==> src/rtl/home_inventory_event_detector.sv <==
// Per-channel weight-change event detector: tare correction, baseline delta,
// threshold decision and event bookkeeping in a three-stage pipeline.
module home_inventory_event_detector #(
  parameter int NUM_CH = 8,
  parameter int TS_W   = 32
) (
  input  logic                   wb_clk_i,
  input  logic                   wb_rst_i,
  input  logic                   enable,
  input  logic                   ts_tick,
  input  logic                   clear_counts,
  input  logic [31:0]            threshold,
  input  logic [32*NUM_CH-1:0]   tare_flat,
  input  logic                   sample_valid,
  input  logic [2:0]             sample_ch,
  input  logic [31:0]            sample_raw,
  output logic [32*NUM_CH-1:0]   evt_count_flat,
  output logic [32*NUM_CH-1:0]   evt_last_delta_flat,
  output logic [TS_W-1:0]        evt_last_ts,
  output logic                   evt_pulse,
  output logic [2:0]             evt_ch
);

  localparam int DATA_W = 32;

  function automatic logic signed [DATA_W-1:0] sat32(input logic signed [DATA_W:0] v);
    if (v[DATA_W] != v[DATA_W-1])
      sat32 = v[DATA_W] ? 32'sh8000_0000 : 32'sh7FFF_FFFF;
    else
      sat32 = v[DATA_W-1:0];
  endfunction

  function automatic logic [DATA_W:0] abs33(input logic signed [DATA_W:0] v);
    abs33 = v[DATA_W] ? 33'(-v) : v;
  endfunction

  logic [TS_W-1:0]            ts_q;
  logic [NUM_CH-1:0]          primed_q;
  logic signed [DATA_W-1:0]   baseline_q   [NUM_CH];
  logic [DATA_W-1:0]          count_q      [NUM_CH];
  logic signed [DATA_W-1:0]   last_delta_q [NUM_CH];
  logic signed [DATA_W-1:0]   tare_a       [NUM_CH];

  logic                       vld_p0, vld_p1;
  logic [2:0]                 ch_p0, ch_p1;
  logic signed [DATA_W-1:0]   raw_p0;
  logic [TS_W-1:0]            ts_p0, ts_p1;
  logic signed [DATA_W-1:0]   net_p1;
  logic signed [DATA_W:0]     delta_p1;

  logic                       commit, is_evt, base_wr;
  logic signed [DATA_W-1:0]   base_fwd, net_d;
  logic signed [DATA_W:0]     raw_x, tare_x, net_x, delta_d;

  always_comb begin
    for (int n = 0; n < NUM_CH; n++) begin
      tare_a[n]                          = tare_flat[32*n +: 32];
      evt_count_flat[32*n +: 32]         = count_q[n];
      evt_last_delta_flat[32*n +: 32]    = last_delta_q[n];
    end
  end

  // Stage 2 decision; a disabled detector commits nothing still in flight.
  always_comb begin
    commit  = vld_p1 && enable;
    is_evt  = commit && primed_q[ch_p1] && (threshold != 32'd0) &&
              (abs33(delta_p1) >= {1'b0, threshold});
    base_wr = commit && (!primed_q[ch_p1] || (threshold == 32'd0) || is_evt);
  end

  // Stage 1 compute, using the baseline stage 2 is writing this cycle if it matches.
  always_comb begin
    base_fwd = (base_wr && (ch_p1 == ch_p0)) ? net_p1 : baseline_q[ch_p0];
    raw_x    = {raw_p0[DATA_W-1], raw_p0};
    tare_x   = {tare_a[ch_p0][DATA_W-1], tare_a[ch_p0]};
    net_x    = raw_x - tare_x;
    net_d    = sat32(net_x);
    delta_d  = {net_d[DATA_W-1], net_d} - {base_fwd[DATA_W-1], base_fwd};
  end

  // Stage 0 -> stage 1 data registers
  always_ff @(posedge wb_clk_i) begin
    ch_p0    <= sample_ch;
    raw_p0   <= sample_raw;
    ts_p0    <= ts_q;
    ch_p1    <= ch_p0;
    net_p1   <= net_d;
    delta_p1 <= delta_d;
    ts_p1    <= ts_p0;
  end

  always_ff @(posedge wb_clk_i or posedge wb_rst_i) begin
    if (wb_rst_i) begin
      ts_q        <= '0;
      vld_p0      <= 1'b0;
      vld_p1      <= 1'b0;
      primed_q    <= '0;
      evt_pulse   <= 1'b0;
      evt_ch      <= 3'd0;
      evt_last_ts <= '0;
      for (int n = 0; n < NUM_CH; n++) begin
        baseline_q[n]   <= '0;
        count_q[n]      <= '0;
        last_delta_q[n] <= '0;
      end
    end else begin
      if (enable && ts_tick)
        ts_q <= ts_q + 1'b1;
      vld_p0    <= sample_valid && enable;
      vld_p1    <= vld_p0 && enable;
      evt_pulse <= is_evt;

      if (!enable)
        primed_q <= '0;
      else if (commit)
        primed_q[ch_p1] <= 1'b1;

      if (base_wr)
        baseline_q[ch_p1] <= net_p1;

      if (clear_counts)
        for (int n = 0; n < NUM_CH; n++)
          count_q[n] <= '0;

      // Event bookkeeping; overrides the clear for the event channel.
      if (is_evt) begin
        if (clear_counts)
          count_q[ch_p1] <= 32'd1;
        else if (count_q[ch_p1] != 32'hFFFF_FFFF)
          count_q[ch_p1] <= count_q[ch_p1] + 32'd1;
        last_delta_q[ch_p1] <= sat32(delta_p1);
        evt_last_ts         <= ts_p1;
        evt_ch              <= ch_p1;
      end
    end
  end

endmodule

==> config.mk <==
export PLATFORM = sky130hd
export DESIGN_NAME = home_inventory_event_detector
export DESIGN_NICKNAME = d
export VERILOG_FILES = /design/src/rtl/home_inventory_event_detector.sv
export SDC_FILE = /design/constraint.sdc
export NUM_CORES = 2
export LEC_CHECK = 0
export BUFFER_PORTS_ARGS = -buffer_cell sky130_fd_sc_hd__buf_2
export CORE_ASPECT_RATIO = 0.6
export CORE_UTILIZATION = 50
export DETAILED_ROUTE_END_ITERATION = 6
export PLACE_DENSITY = 0.73
export SETUP_SLACK_MARGIN = 0.05
export SYNTH_ARGS = -nofsm -noshare
export SYNTH_HDL_FRONTEND = slang
export SYNTH_SLANG_ARGS = --single-unit
==> constraint.sdc <==
create_clock -name wb_clk_i -period 73.3 [get_ports wb_clk_i]
set_input_delay 10.995 -clock wb_clk_i [delete_from_list [all_inputs] [get_ports wb_clk_i]]
set_output_delay 10.995 -clock wb_clk_i [all_outputs]
set_load 0.01 [all_outputs]
==> impl_metrics.ini <==
[critical_path]
crit_type = in -> reg
crit_path_end_kind = register
critPathSlowestCell = ha_1
path_delay_family = compound AO/OA/AOI/OAI gates
startpoint_type = primary input
startpoint = tare_flat[0]
critPathMaxFanout = 37
cp_slowest_stage_delay_ns = 1.07
rr_startpoint = ch_p0[0]$_DFF_P_
cp_data_required_time_ns = 73.92
crit_buf_inv = 2
worstPathArrival_ns = 18.93

[sta]
tns_ns = 0
fmax_mhz = 54.61
hold_viol = 0
period_share = 0.2498
fin_skew_ns = 0.05100
drv_slew = 0
max_slew_margin = 0.05338
tightest_slew_ns = 1.420
period_minus_slack_ns = 18.31
setup_viol = 0
rsz0062_at_grt = false

[grt]
grt_max_degree = 171
track_usage = 0.3452
antenna_found_initial = 38
grt_remaining_overflow = 0
grt_pass1_vias = 37496
grt_pass1_wl_mm = 250.0

[routing]
ant_nets = 0
wl_per_cell_um = 27.67
totalWireLength_mm = 169.1
drcViolationCount = 0
drtPass1Iterations = 5
via_count = 37451
drtIter0Drc = 3786
viasPerCell = 6.128

[logic_synthesis]
yosysSeqAreaShare = 0.5121
synth_seq_cells = 1013
synth_ff_type = dfrtp_1
avgSynthCellArea_um2 = 12.09
syn_nets = 4393
synthCells = 3959
async_reset_ff_frac = 0.8351
synth_area_um2 = 47870
synth_cell_type_count = 93
synth_edf_count = 0
ys_warn_count = 0

[clock_tree]
cts_tree = done
cts_setup_buffers = 0
cts.sinks = 1013
clock_path_buffers = 3
root_buffer = clkbuf_16
cts_resized = 0
clk_latency_ns = 0.72
path_clk_slew_ns = 0.07
cts_hold_buf = 0
cts_buffers = 94
cts_htree_levels = 3

[pwr]
peakVddDrop_mv = 0.02538
p_total_uw = 1786
power_density_nw_per_um2 = 31.56
power.leakage_uw = 0.02914

[layout]
drive_gt1_frac = 0.3804
nets = 5189
final_cell_mix = buf_2, dfrtp_1, mux2_2
mostFrequentLayoutCell = buf_2
fin_util = 0.5996
syn2layout_area_growth_pct = 18.21

[status]
status = finished, final reports clean

[place]
port_buffers = 876
dp_hpwl_mm = 118.9
gp_congestion = 1.007

[hold_path]
holdCritStartpoint = ts_p0[18]$_DFF_P_
hold_path.class = reg -> reg

[floorplanning]
ios = 877
initial_core_util = 0.5072
core.rowCount = 87
die_x_um = 401.5
dieArea_um2 = 97020
fp.dieH_um = 241.7
core_um2 = 94380

[run]
max-cap-violations = 0
-- cell type report --
class,count,area (um^2)
diodes,30,75.07
clock buffers,129,2675
clock inverters,47,638.1
fillers,7566,37790
inverters,98,380.4
multi-input cells,2612,21850
flip-flops and latches,1013,24530
well taps,1246,1559
repair buffers,936,4872
-- registers in the layout, summed over array words and instances, names as in the netlist --
| register | count |
|---|---|
| baseline_q | 256 |
| evt_count_flat | 256 |
| evt_last_delta_flat | 256 |
| delta_p1 | 33 |
| evt_last_ts | 32 |
| net_p1 | 32 |
| raw_p0 | 32 |
| ts_p0 | 32 |
| ts_p1 | 32 |
| ts_q | 32 |
| primed_q | 8 |
| ch_p0 | 3 |
| ch_p1 | 3 |
| evt_ch | 3 |
| evt_pulse | 1 |
| vld_p0 | 1 |
| vld_p1 | 1 |
-- path summary, 6_finish.rpt --
path                       slack, ns  cells after the start                              endpoint
max in group asynchronous      58.05                      7  evt_last_delta_flat[234]$_DFFE_PP0P_
max                            54.99                     28                  delta_p1[32]$_DFF_P_
max reg2reg                    63.88                     28                  delta_p1[32]$_DFF_P_
min                             0.33                      0                     ts_p1[18]$_DFF_P_
min in group asynchronous      10.44                      2         evt_count_flat[104]$_DFF_PP0_
min reg2reg                     0.33                      0                     ts_p1[18]$_DFF_P_
-- per-stage QoR --
stage | instances | setup slack (ns) | hold WS (ns) | area (um^2)
2_1_floorplan | 3959 | 38.54 | 0.3096 | 47870
5_1_grt | 6105 | 54.44 | 0.3353 | 56570
4_1_cts | 6081 | 55.03 | 0.3272 | 56510
3_5_place_dp | 5905 | 54.30 | 0.3135 | 53200
6_report | 6111 | 54.99 | 0.3282 | 56590
3_3_place_gp | 5905 | 54.49 | 0.3110 | 53200
-- routing by layer --
metal  wire length [um]  up-vias  GRT usage
met2              74410     1916     0.5093
li1                   -    15985          -
met5                 49        -          0
met3              15180      367    0.08922
met4               9020        6     0.1711
met1              70450    19177     0.4737
-- report_power, final --
part / leakage (uW) / internal [uW] / switching, uW
clock network: 0.00161 / 295 / 233
logic: 0.0145 / 213 / 318
registers: 0.0130 / 648 / 78.4
-- cells in the mapped netlist, types with 23 or more instances --
library cell / number / area, um^2
dfxtp_1: 167 / 3343
buf_2: 66 / 330.3
nand4_1: 23 / 143.9
nor2b_1: 28 / 175.2
o21ai_0: 174 / 870.8
mux4_2: 148 / 3333
nor3_1: 25 / 125.1
nand2_1: 383 / 1438
buf_1: 47 / 176.4
mux2_2: 533 / 6002
inv_1: 96 / 360.4
a221oi_1: 25 / 219.0
mux2_1: 28 / 315.3
ha_1: 103 / 1289
clkbuf_1: 87 / 326.6
dfrtp_1: 846 / 21170
xor2_1: 55 / 481.7
nor2_1: 87 / 326.6
o31ai_1: 23 / 172.7
nand3_1: 142 / 710.7
xnor2_1: 82 / 718.2
a21oi_1: 185 / 925.9
a21o_1: 98 / 735.7
and3_1: 76 / 475.5
mux2i_1: 95 / 950.9
-- cell families after synthesis --
logic type / Yosys count / synth area share
flip-flops: 1013 / 0.5121
buffers and inverters: 334 / 0.03189
XOR/XNOR: 137 / 0.02507
AND/OR/NAND/NOR: 911 / 0.09543
AO/OA/AOI/OAI: 655 / 0.08631
adder cells (fa/ha/maj): 105 / 0.02776
multiplexers: 804 / 0.2215
(Power assumes the default switching activity.)
